`src/rtl/piso_serializer.sv`:
```
`default_nettype none
// +--------------------------------------------------------------------------+
// | piso_serializer: parallel-in serial-out shifter, per-word MSB/LSB order.  |
// | Optional even-parity trailer bit when PISO_PARITY_EN is defined.          |
// | Revision: 1.0                                                             |
// +--------------------------------------------------------------------------+
module piso_serializer #(
  parameter int WIDTH = 8
) (
  input  logic             clk,
  input  logic             rst,
  input  logic             load,
  input  logic [WIDTH-1:0] din,
  input  logic             dir,
  output logic             ready,
  output logic             sout,
  output logic             sout_valid,
  output logic             done
);

`ifdef PISO_PARITY_EN
  localparam int c_FRAME_LEN = WIDTH + 1;
`else
  localparam int c_FRAME_LEN = WIDTH;
`endif
  localparam int c_CNT_W = $clog2(c_FRAME_LEN);

  typedef enum logic [0:0] {
    S_IDLE  = 1'b0,
    S_SHIFT = 1'b1
  } state_t;

  state_t             r_state, w_state_n;
  logic [WIDTH-1:0]   r_sreg, w_sreg_n;
  logic               r_dir, w_dir_n;
  logic [c_CNT_W-1:0] r_cnt, w_cnt_n;
  logic               r_sout, r_valid, r_done;
  logic               w_sout_n, w_valid_n, w_done_n, w_bit_n, w_accept;
`ifdef PISO_PARITY_EN
  logic               r_par, w_par_n;
`endif

  assign ready    = (r_state == S_IDLE) || (r_cnt == '0);
  assign w_accept = load && ready;

  always_comb begin
    w_state_n = r_state;
    w_sreg_n  = r_sreg;
    w_dir_n   = r_dir;
    w_cnt_n   = r_cnt;
`ifdef PISO_PARITY_EN
    w_par_n   = r_par;
`endif
    if (w_accept) begin
      w_state_n = S_SHIFT;
      w_sreg_n  = din;
      w_dir_n   = dir;
      w_cnt_n   = c_CNT_W'(c_FRAME_LEN - 1);
`ifdef PISO_PARITY_EN
      w_par_n   = ^din;
`endif
    end else if (r_state == S_SHIFT) begin
      w_sreg_n = r_dir ? (r_sreg >> 1) : (r_sreg << 1);
      if (r_cnt != '0) begin
        w_cnt_n = r_cnt - c_CNT_W'(1);
      end else begin
        w_state_n = S_IDLE;
      end
    end

    // Outputs are registered, so they are derived from the next-state values.
    w_valid_n = (w_state_n == S_SHIFT);
    w_bit_n   = w_dir_n ? w_sreg_n[0] : w_sreg_n[WIDTH-1];
`ifdef PISO_PARITY_EN
    if (w_cnt_n == '0) begin
      w_bit_n = w_par_n;
    end
`endif
    w_sout_n = w_valid_n && w_bit_n;
    w_done_n = w_valid_n && (w_cnt_n == '0);
  end

  always_ff @(posedge clk) begin
    if (!rst) begin
      r_state <= S_IDLE;
      r_sreg  <= '0;
      r_dir   <= 1'b0;
      r_cnt   <= '0;
      r_sout  <= 1'b0;
      r_valid <= 1'b0;
      r_done  <= 1'b0;
`ifdef PISO_PARITY_EN
      r_par   <= 1'b0;
`endif
    end else begin
      r_state <= w_state_n;
      r_sreg  <= w_sreg_n;
      r_dir   <= w_dir_n;
      r_cnt   <= w_cnt_n;
      r_sout  <= w_sout_n;
      r_valid <= w_valid_n;
      r_done  <= w_done_n;
`ifdef PISO_PARITY_EN
      r_par   <= w_par_n;
`endif
    end
  end

  assign sout       = r_sout;
  assign sout_valid = r_valid;
  assign done       = r_done;

endmodule
`default_nettype wire

```
`config.mk`:
```
export PLATFORM = sky130hd
export DESIGN_NAME = piso_serializer
export DESIGN_NICKNAME = d
export VERILOG_FILES = /design/src/rtl/piso_serializer.sv
export SDC_FILE = /design/constraint.sdc
export NUM_CORES = 1
export LEC_CHECK = 0
export ABC_CLOCK_PERIOD_IN_PS = 2100
export BUFFER_PORTS_ARGS = -buffer_cell sky130_fd_sc_hd__clkbuf_2
export CORE_MARGIN = 4
export CORE_UTILIZATION = 37
export DETAILED_ROUTE_END_ITERATION = 10
export GPL_TIMING_DRIVEN = 0
export HOLD_SLACK_MARGIN = 0.15
export PLACE_DENSITY = 0.62
export SLEW_MARGIN = 25
export SYNTH_ARGS = -nofsm -noshare
export SYNTH_HDL_FRONTEND = slang
export SYNTH_SLANG_ARGS = --single-unit
export TNS_END_PERCENT = 5
```
`constraint.sdc`:
```
create_clock -name clk -period 2.1 [get_ports clk]
set_input_delay 0.105 -clock clk [delete_from_list [all_inputs] [get_ports clk]]
set_output_delay 0.105 -clock clk [all_outputs]
set_load 0.01 [all_outputs]
```
==> results.cfg <==
[outcome]
run_status = complete, no violations

[logic_synthesis]
seq_area_frac_synth_pct = 36.4
ys_warn_count = 0
ys_seq_elements = 15
syn_nets = 100
synth.largest_area_cell = dfxtp_1
synth.area.top_cells = dfxtp_1 36%, a21boi_2 11%, mux2_2 8.2%
ys_async_sr_fraction_pct = 0
synthDistinctLibCells = 29
synth.top_cell.area_share_pct = 36.4
synth_ff_type = dfxtp_1
synthCells = 85
synth_edf_count = 0
synthesis.area_um2 = 826
avgSynthCellArea_um2 = 9.72

[setup_path]
slowest_delay_ps = 370
end_kind = output port
crit_chain = inv_1 -> ha_1 -> ha_1 -> and2b_4 -> inv_4 -> clkbuf_2
crit_required_ps = 2000
r2r_end = sout
cp_num_buf_inv = 3
critPathLaunch = r_cnt[0]
critical_path.top_delay_family = adder cells
startpoint_type = flip-flop
cp_slowest_cell = dfxtp_1
r2r-start = r_cnt[0]
path_class = reg -> out
r2r_slack_ps = 380
worstPathMaxFanout = 9
worst-r2r-cell-count = 8
crit_top_cell = ha_1
cp-endpoint = ready
crit_cells = 6
arrival_ps = 1620

[routing]
dr_total_vias = 719
routed_via_density = 5.14
first_pass_iters = 4
wl_um = 1840
wire_per_inst_um = 13.2
drtIter0Drc = 8
ant_nets = 0
drcViolationCount = 0

[pwr]
power_density_nw_per_um2 = 619
p_total_w = 0.000651
vdd_drop_max_mv = 0.429
leakage_nw = 0.458

[floorplanning]
die_h_um = 55.2
placementRows = 16
fp.coreArea_um2 = 2040
die_area_um2 = 3050
initial_core_util_pct = 40.4
io_pins = 16
die_w_um = 55.2

[timing]
worst_slew_pin_slew_ps = 448
finalSetupTns_ps = 0
finalWorstSetupSlack_ps = 372
max_freq_mhz = 579
finalMaxSlewViolations = 0
finClkSkew_ps = 7.39
fin_crit_ps = 1730
post-route-period-util_pct = 82.3
setup_viol = 0
rsz0062_at_grt = false
fin_hold_ws_ps = 173
slew_headroom_pct = 70.0
hold_viol_final = 0

[grt]
gr-total-overflow = 0
antenna_found_initial = 0
grt_max_degree = 11
grt.total_usage_pct = 13.1
grt_pass1_vias = 745
grt_pass1_wl_um = 3330

[clock_network]
clkLatencyLatePin_ps = 290
cts_tree = built
cts_resized = 0
postCtsHoldBufs = 9
clk_path_buf_depth = 2
post_cts_buffers = 0
clock_sinks = 15
cts.clk_slew.worst_paths_ps = 90
cts_root_buffer = clkbuf_4
cts_buffers = 3
htree_num_levels = 1

[placed_design]
dp.cells = 127
dp.final_hpwl_um = 1300
gp_congestion = 0.735
port_buffers = 15
dp_slack_ps = 400

[finish]
nets = 129
instances_no_fill = 140
drive_above_1_share_pct = 41.6
final_cell_mix = 15 x dfxtp_1, 15 x clkbuf_2, 9 x dlygate4sd3_1
syn2layout_area_growth_pct = 27.4
antenna_cells = 0
fill_cells = 206

[job]
cap_violations = 0

[worst_hold_path]
hold_path_class = in -> reg
[worst min path at each step]
stage,startpoint,end,depth (start not counted)
final,dir,r_dir,3
after global routing,dir,r_dir,3
after CTS,dir,r_dir,3
after detailed placement,din[6],r_sreg[6],3
after global placement,din[2],r_sreg[2],3
after floorplan,din[1],r_sreg[1],2
[stage by stage]
stage                     utilization [%]  instance area, um2
after global routing                 51.5                1050
after detailed placement             45.8                 935
after CTS                            51.5                1050
after global placement               45.8                 935
after floorplan                         -                 826
final                                51.5                1050
[final cells by class]
cell class / instances / area, um2 / area share, %
multi-input combinational: 61 / 479 / 45.5
sequential: 15 / 300 / 28.5
timing repair buffer: 24 / 165 / 15.7
tap: 27 / 33.8 / 3.21
buffer: 4 / 25.0 / 2.38
clock buffer: 3 / 22.5 / 2.14
inverter: 5 / 21.3 / 2.02
clock inverter: 1 / 5.00 / 0.476
[worst min-delay path: cells and delay by family]
kind,cells,cell delay (ps)
AOI/OAI and AO/OA,1,100
buffers and inverters,1,90
and+or+nand+nor,1,140
[synthesized netlist by cell type (2+ instances only)]
cell type / n
a21oi_1: 2
a21boi_2: 8
dfxtp_1: 15
o211a_1: 2
a22oi_1: 6
ha_1: 3
nand2_2: 6
buf_2: 2
inv_1: 4
o21a_1: 2
nor3_1: 4
nand2_1: 7
mux2_2: 6
nor2_1: 2
o21ai_1: 2
[flip-flops by register name, indices dropped and copies added (netlist names)]
register / count
done: 1
r_cnt: 3
r_dir: 1
r_sreg: 8
sout: 1
sout_valid: 1
[cells by family (layout without fill, tap and decap cells)]
logic type / Yosys count / after routing / share of synthesized area, %
AO/OA/AOI/OAI: 27 / 27 / 28.2
flip-flops: 15 / 15 / 36.4
multiplexers: 6 / 6 / 8.18
adder cells (fa/ha/maj): 3 / 3 / 4.55
buffers and inverters: 9 / 37 / 5.61
AND/OR/NAND/NOR: 25 / 25 / 17.1
[where the power goes]
part           total [W]  switching, W  internal (W)
Combinational   0.000163     0.0000794     0.0000832
Clock           0.000165     0.0000943     0.0000708
Sequential      0.000323     0.0000158      0.000307
[metal layers]
metal,GRT usage [%],share of wire [%]
met5,0,0
met1,16.2,43
met4,1.04,0
met2,22.5,51
met3,4.66,5.4
Note: power is estimated with default switching activity, not from simulation.
